**config.mk**
```make
export PLATFORM = sky130hd
export DESIGN_NAME = spi_frame_capture
export DESIGN_NICKNAME = d
export VERILOG_FILES = /design/src/rtl/spi_frame_capture.sv
export SDC_FILE = /design/constraint.sdc
export NUM_CORES = 1
export LEC_CHECK = 0
export CAP_MARGIN = 15
export CELL_PAD_IN_SITES_DETAIL_PLACEMENT = 0
export CELL_PAD_IN_SITES_GLOBAL_PLACEMENT = 1
export CORE_ASPECT_RATIO = 0.7
export CORE_MARGIN = 3
export CORE_UTILIZATION = 40
export CTS_CLUSTER_SIZE = 14
export DETAILED_ROUTE_END_ITERATION = 12
export PLACE_DENSITY_LB_ADDON = 0.1
export SLEW_MARGIN = 20
export SYNTH_ARGS = -nofsm -noshare
export SYNTH_HDL_FRONTEND = slang
export SYNTH_SLANG_ARGS = --single-unit
```
**constraint.sdc**
```tcl
create_clock -name clk -period 3.6 [get_ports clk]
set_input_delay 1.08 -clock clk [delete_from_list [all_inputs] [get_ports clk]]
set_output_delay 1.08 -clock clk [all_outputs]
set_load 0.05 [all_outputs]
```
**src/rtl/spi_frame_capture.sv**
```systemverilog
// Read-only SPI mode-0 master: captures one MSB-first FRAME_BITS word from the sensor per frame.
// Optional macro AUTO_TRIGGER_EN adds a free-running SAMPLE_PERIOD frame trigger.
module spi_frame_capture #(
  parameter int CLK_DIV       = 4,
  parameter int FRAME_BITS    = 24,
  parameter int SAMPLE_PERIOD = 1000
) (
  input  logic                  clk,
  input  logic                  reset,
  input  logic                  start,
  input  logic                  miso,
  output logic                  sclk,
  output logic                  cs_n,
  output logic [FRAME_BITS-1:0] d_out,
  output logic                  d_valid,
  output logic                  busy
);

  localparam int DIV_W = (CLK_DIV > 2) ? $clog2(CLK_DIV) : 1;
  localparam int BIT_W = $clog2(FRAME_BITS);

  typedef enum logic [2:0] {
    IDLE     = 3'd0,
    SETUP    = 3'd1,
    SHIFT_LO = 3'd2,
    SHIFT_HI = 3'd3,
    HOLD     = 3'd4,
    GAP      = 3'd5
  } state_t;

  if (CLK_DIV < 2) begin : g_bad_div
    $error("CLK_DIV must be 2 or more");
  end
  if (FRAME_BITS < 8 || FRAME_BITS > 32) begin : g_bad_bits
    $error("FRAME_BITS must be within 8..32");
  end

  state_t                state_reg, state_next;
  logic [DIV_W-1:0]      div_reg, div_next;
  logic [BIT_W-1:0]      bit_reg, bit_next;
  logic [FRAME_BITS-1:0] shift_reg, shift_next;
  logic [FRAME_BITS-1:0] d_out_reg, d_out_next;
  logic                  sclk_reg, sclk_next;
  logic                  cs_n_reg, cs_n_next;
  logic                  d_valid_reg, d_valid_next;
  logic                  busy_reg, busy_next;
  logic                  div_done, last_bit, trig;

  assign div_done = (div_reg == DIV_W'(CLK_DIV - 1));
  assign last_bit = (bit_reg == BIT_W'(FRAME_BITS - 1));

`ifdef AUTO_TRIGGER_EN
  localparam int SP_W = (SAMPLE_PERIOD > 2) ? $clog2(SAMPLE_PERIOD) : 1;

  if (SAMPLE_PERIOD <= CLK_DIV * (2 * FRAME_BITS + 3)) begin : g_bad_period
    $error("SAMPLE_PERIOD must exceed one full frame");
  end

  logic [SP_W-1:0] sample_cnt_reg;
  logic            sample_wrap;

  assign sample_wrap = (sample_cnt_reg == SP_W'(SAMPLE_PERIOD - 1));

  always_ff @(posedge clk or negedge reset) begin
    if (!reset) begin
      sample_cnt_reg <= '0;
    end else begin
      sample_cnt_reg <= sample_wrap ? '0 : sample_cnt_reg + 1'b1;
    end
  end

  // A wrap that lands while a frame is in flight is dropped, never queued.
  assign trig = start | (sample_wrap & ~busy_reg);
`else
  if (SAMPLE_PERIOD < 1) begin : g_bad_period
    $error("SAMPLE_PERIOD must be positive");
  end

  assign trig = start;
`endif

  always_ff @(posedge clk or negedge reset) begin
    if (!reset) begin
      state_reg   <= IDLE;
      div_reg     <= '0;
      bit_reg     <= '0;
      shift_reg   <= '0;
      d_out_reg   <= '0;
      sclk_reg    <= 1'b0;
      cs_n_reg    <= 1'b1;
      d_valid_reg <= 1'b0;
      busy_reg    <= 1'b0;
    end else begin
      state_reg   <= state_next;
      div_reg     <= div_next;
      bit_reg     <= bit_next;
      shift_reg   <= shift_next;
      d_out_reg   <= d_out_next;
      sclk_reg    <= sclk_next;
      cs_n_reg    <= cs_n_next;
      d_valid_reg <= d_valid_next;
      busy_reg    <= busy_next;
    end
  end

  always_comb begin
    state_next = state_reg;
    case (state_reg)
      IDLE:     if (trig) state_next = SETUP;
      SETUP:    if (div_done) state_next = SHIFT_LO;
      SHIFT_LO: if (div_done) state_next = SHIFT_HI;
      SHIFT_HI: if (div_done) state_next = last_bit ? HOLD : SHIFT_LO;
      HOLD:     if (div_done) state_next = GAP;
      // The last GAP cycle doubles as the IDLE sample so held start runs back-to-back.
      GAP:      if (div_done) state_next = trig ? SETUP : IDLE;
      default:  state_next = IDLE;
    endcase
  end

  always_comb begin
    div_next     = (state_reg == IDLE || div_done) ? '0 : div_reg + 1'b1;
    bit_next     = bit_reg;
    shift_next   = shift_reg;
    d_out_next   = d_out_reg;
    sclk_next    = sclk_reg;
    cs_n_next    = cs_n_reg;
    d_valid_next = 1'b0;
    busy_next    = busy_reg;
    case (state_reg)
      IDLE: begin
        if (trig) begin
          cs_n_next = 1'b0;
          busy_next = 1'b1;
          bit_next  = '0;
        end
      end
      SHIFT_LO: begin
        if (div_done) begin
          sclk_next  = 1'b1;
          shift_next = {shift_reg[FRAME_BITS-2:0], miso};
        end
      end
      SHIFT_HI: begin
        if (div_done) begin
          sclk_next = 1'b0;
          if (!last_bit) bit_next = bit_reg + 1'b1;
        end
      end
      HOLD: begin
        if (div_done) begin
          cs_n_next    = 1'b1;
          d_out_next   = shift_reg;
          d_valid_next = 1'b1;
        end
      end
      GAP: begin
        if (div_done) begin
          if (trig) begin
            cs_n_next = 1'b0;
            bit_next  = '0;
          end else begin
            busy_next = 1'b0;
          end
        end
      end
      default: ;
    endcase
  end

  assign sclk    = sclk_reg;
  assign cs_n    = cs_n_reg;
  assign d_out   = d_out_reg;
  assign d_valid = d_valid_reg;
  assign busy    = busy_reg;

endmodule

```
==> out/qor.txt <==
core area: 5900 µm²
final instance area: 3090 µm²
Crit path required time: 2.52 ns
Worst-path clk slew: 0.07 ns
routability cong.: 0.691
pre-CTS setup slack: 1.18 ns
Row Count: 23
antenna-violating nets left: 0
RSZ-0062 raised after global routing: no
clk buf depth: 2
Cells after Synth: 173
biggest area consumer among synthesized cells: dfrtp_1
Final Slew Violations: 0
Setup Skew: 0.00782 ns
Tot Pwr: 1.78 mW
Worst path max stage delay: 0.79 ns
fmax: 0.366 GHz
cells along the critical path: clkdlybuf4s50_1
die area: 7300 µm²
CTS buffer count: 9
Critical Path End Type: output pin
synth top area cells: dfrtp_1 61%, mux2_2 21%, o21ai_0 1.4%
share of cells above drive strength 1: 34.3%
Initial Utilization: 42.7%
CTS HTree Levels: 3
drt drc: 0
status: completed
dpl cell area: 2890 µm²
hold buffer count at CTS: 0
Synth top cells by count: 61 x dfrtp_1, 48 x mux2_2, 7 x o21ai_0, 5 x a21oi_1, 5 x nand2b_1
Post-Route WL: 4270 µm
leakage: 1.45 nW
delay-heaviest family, CP: buffers and inverters
IO buf count: 31
Worst EP arrival: 1.65 ns
first-pass GRT wire length: 7270 µm
worst hold path class: register to register
number of max-cap violations: 0
CTS Root Cell: clkbuf_8
Routed WL per cell: 14.7 µm
CP Launch Type: register
dpl hpwl: 2840 µm
post-synth top area share: 60.6%
Vias/cell: 5.04
CTS tree: done
warnings from Yosys: 0
Die H: 72.4 µm
nets: 217
diodes inserted: 0
crit-path max FO: 2
via count: 1468
Unique masters post-synth: 32
Clk Latency, worst-skew pair: 0.32 ns
CTS Sinks: 62
total track usage: 12.9%
first-pass iteration count of the detailed router: 4
clock period minus worst slack: 2.73 ns
slowest stage cell on the critical path: clkdlybuf4s50_1
1st-iter DRT viols: 33
Chip Width: 101 µm
Slew HR: 64.6%
I/O pin cnt: 32
Tcrit/Tclk final: 75.8%
Final Hold Viols: 0
syn nets: 179
gr ovfl total: 0
cell with the most instances after synthesis: dfrtp_1
Worst Tran Pin Value: 0.530 ns
crit path kind: register to output pin
Resize count post-CTS: 0
sequential share of the synthesized area: 61.7%
number of global-route vias before repair: 1413
Layout area overhead: 22.7%
Peak VDD IR: 234 µV
Post-Syn Area: 2520 µm²
Final setup viols: 0
slack of the critical path: 0.871 ns
final setup TNS: 0 ns
Syn Area/Cell: 14.6 µm²
EDFF count, synth: 0
initial antenna violation count: 0
Main synth FF type: dfrtp_1
postcts setup bufs: 0
CP bufs+invs: 1
P per Cell Area: 575 nW/µm²
Synth async-reset ratio: 100%
largest net degree at the start of global routing: 35
Yosys reg bits: 62
[layer usage]
layer / vias up / GRT usage [%] / part of all wire (%)
li1: 693 / - / -
met5: - / 0 / 0
met4: 0 / 5.83 / 0.44
met2: 30 / 17.3 / 46
met1: 743 / 18.5 / 49
met3: 2 / 4.90 / 4.8
[power by group]
part / switching (mW) / total, mW / internal [mW]
Clock: 0.259 / 0.595 / 0.336
Sequential: 0.0842 / 0.863 / 0.779
Combinational: 0.167 / 0.318 / 0.151
[kinds of logic after synthesis]
logic type / share of synthesized area [%]
buffers and inverters: 2.73
adders and majority gates: 0.994
AOI/OAI and AO/OA: 5.17
muxes: 21.5
DFF: 61.7
and+or+nand+nor: 7.26
xor gates and xnor gates: 0.696
[area by class of cell]
class	count	area, µm²
timing repair buffer	35	335
tap	75	93.8
multi-input combinational	100	896
fill	507	2810
clock inverter	6	61.3
sequential	62	1550
clock buffer	10	138
inverter	3	11.3
[layout by cell type (no fill, tap or decap), drive strengths merged]
cell type / count
or3: 2
xor2: 1
o21ai: 7
nand4b: 2
mux2: 48
a21o: 1
buf: 5
a21oi: 5
a221oi: 1
and4b: 2
inv: 3
dfrtp: 61
o22ai: 4
a31oi: 1
nor3b: 2
ha: 2
dfstp: 1
nand3: 2
xnor2: 1
clkinv: 4
clkbuf: 10
o21bai: 3
clkdlybuf4s50: 30
nor2: 2
bufinv: 1
nand3b: 1
nand2: 3
nand2b: 6
nor3: 2
and2: 1
clkinvlp: 1
or2: 1
[metrics by stage]
stage | hold slack, ns | std cells | utilization [%]
after global placement | 0.424 | 275 | 49.0
after floorplan | 0.415 | 173 | -
after global routing | 0.452 | 291 | 52.3
after detailed placement | 0.433 | 275 | 49.0
after CTS | 0.443 | 291 | 52.3
final | 0.439 | 291 | 52.3
[final timing paths]
path,slack (ns),end,depth (start not counted),start
min in group asynchronous,0.77,div_reg[1],2,reset
max in group asynchronous,2.50,shift_reg[2],2,reset
worst min-delay path,0.44,div_reg[0],1,div_reg[0]
worst max register to register,1.75,shift_reg[17],5,div_reg[0]
worst max-delay path,0.87,cs_n,1,cs_n
worst min register to register,0.44,div_reg[0],1,div_reg[0]
No activity file was read; power rests on OpenSTA's default activity.
==> patch: new RTL, same settings <==
Add a define of `AUTO_TRIGGER_EN`.
--- a/src/rtl/spi_frame_capture.sv
+++ b/src/rtl/spi_frame_capture.sv
@@ -1,4 +1,6 @@
 // Read-only SPI mode-0 master: captures one MSB-first FRAME_BITS word from the sensor per frame.
 // Optional macro AUTO_TRIGGER_EN adds a free-running SAMPLE_PERIOD frame trigger.
+`define AUTO_TRIGGER_EN
+
 module spi_frame_capture #(
   parameter int CLK_DIV       = 4,
Check against the original RTL: same outputs for any inputs over 10 cycles, from zero or initial values and one cycle with reset low; that may be too few to reach the edited logic, so the function may still have changed.
==> patch against the unedited design <==
  * Global-route usage increased by 0.25 points
  * Sequential cell count increased by 10
  * Routed wire length increased by 19%
  * Area after synthesis increased by 19%
  * Sequential share of layout area about the same
  * Die area increased by 18%
  * Critical path depth unchanged
  * Power increased by 2.2%
  * Worst hold slack got worse by 0.0011 ns
  * Cell area increased by 16%
  * Core utilization decreased by 1.2 points
  * Setup slack got worse by 0.031 ns
==> patch: results (changes against the unedited design) <==
metric,value,unit,change
io_buffers,31,,unchanged
ff2ff_setup_slack,1.65,ns,was 1.75 ns
antenna_found_initial,0,,unchanged
syn_nets,232,,was 179
start_util,42.93,%,was 42.67%
hold_ws,0.4379,ns,was 0.4390 ns
slew_headroom,64.75,%,was 64.57%
layout.nets,268,,was 217
nFillCells,647,,was 507
layout-drive-gt1-share,26.89,%,was 34.26%
place.gp.congestion,0.7626,,was 0.6914
synth_area_leaders,"dfrtp_1 59%, mux2_2 17%, buf_2 1.7%",,"was dfrtp_1 61%, mux2_2 21%, o21ai_0 1.4%"
numCtsBuffers,9,,unchanged
hpwl,3444,um,was 2844 um
drtIter0Drc,36,,was 33
tns,0,ns,unchanged
critPathMaxFanout,4,,was 2
outcome,completed,,unchanged
p_leak,1.664,nW,was 1.450 nW
holdBufCountCts,0,,unchanged
avgViaCountPerCell,5.075,,was 5.045
wl_per_cell,14.25,um,was 14.68 um
r2r_cells,6,,was 5
finClkSkew,0.006295,ns,was 0.007823 ns
synth.yosys.seq_area_share,59.94,%,was 61.68%
min_path_type,register to register,,unchanged
grt_pass1_vias,1818,,was 1413
cp_data_arrival_time,1.68,ns,was 1.65 ns
synth_cell_types,43,,was 32
grt_start_max_net_pins,35,,unchanged
peakVddDrop,0.2895,mV,was 0.2345 mV
grt_pass1_wl,8790,um,was 7272 um
grt_usage,13.17,%,was 12.92%
yosys-top-cells-count,"71 x dfrtp_1, 46 x mux2_2, 11 x nor2_1, 10 x buf_2, 10 x nand2_1",,"was 61 x dfrtp_1, 48 x mux2_2, 7 x o21ai_0, 5 x a21oi_1, 5 x nand2b_1"
[patch: cell types whose count changed after synthesis, moves of 4 or more]
cell and change:
nand2_1 +7, nor2_1 +10, nand3_1 +6, o22ai_1 -4, dfrtp_1 +10, and3_1 +6
buf_2 +6
[patch: final timing paths]
check | startpoint | endpoint
min in group asynchronous | reset | d_out[8]$_DFFE_PN0P_
max reg2reg | div_reg[0]$_DFF_PN0_ | shift_reg[22]$_DFFE_PN0P_
min | div_reg[0]$_DFF_PN0_ | div_reg[0]$_DFF_PN0_
max | cs_n$_DFFE_PN1P_ | cs_n
min reg2reg | div_reg[0]$_DFF_PN0_ | div_reg[0]$_DFF_PN0_
max in group asynchronous | reset | cs_n$_DFFE_PN1P_
[patch: report_power, final]
group / internal (mW) / switching [mW] / leakage [nW]
Sequential: 0.886 / 0.0764 / 0.955
Combinational: 0.149 / 0.174 / 0.625
Clock: 0.257 / 0.272 / 0.0838
Total: 1.29 / 0.523 / 1.66
[patch: logic make-up after synthesis]
group | Yosys count | synth area share (%)
flip-flops | 72 | 59.94
AND/OR/NAND/NOR | 54 | 9.734
multiplexers | 50 | 18.64
AO/OA/AOI/OAI | 27 | 6.822
buffers and inverters | 14 | 2.163
XOR/XNOR | 5 | 1.456
adder cells (fa/ha/maj) | 3 | 1.248
[patch: metal layers]
layer / GRT usage [%] / vias up / wire length [um]
met5: 0 / - / 0
met4: 5.230 / 0 / 65
met3: 4.437 / 6 / 191
li1: - / 885 / -
met2: 19.43 / 23 / 2168
met1: 17.79 / 903 / 2674
[patch: cell type report]
class                      instances  share of cell area [%]
clock inverter                     4                  0.6281
sequential                        72                   50.28
clock buffer                      10                   3.838
inverter                           4                  0.4187
multi-input combinational        139                   31.86
tap                               94                   3.280
timing repair buffer              35                   9.700
[patch: through the flow]
step	setup slack, ns	instance area, sq um	util [%]	cells
2_1_floorplan	1.743	3008	-	225
3_5_place_dp	1.183	3426	48.89	344
5_1_grt	0.7889	3586	51.18	358
6_report	0.8395	3586	51.18	358
3_3_place_gp	1.194	3426	48.89	344
4_1_cts	0.8063	3586	51.18	358
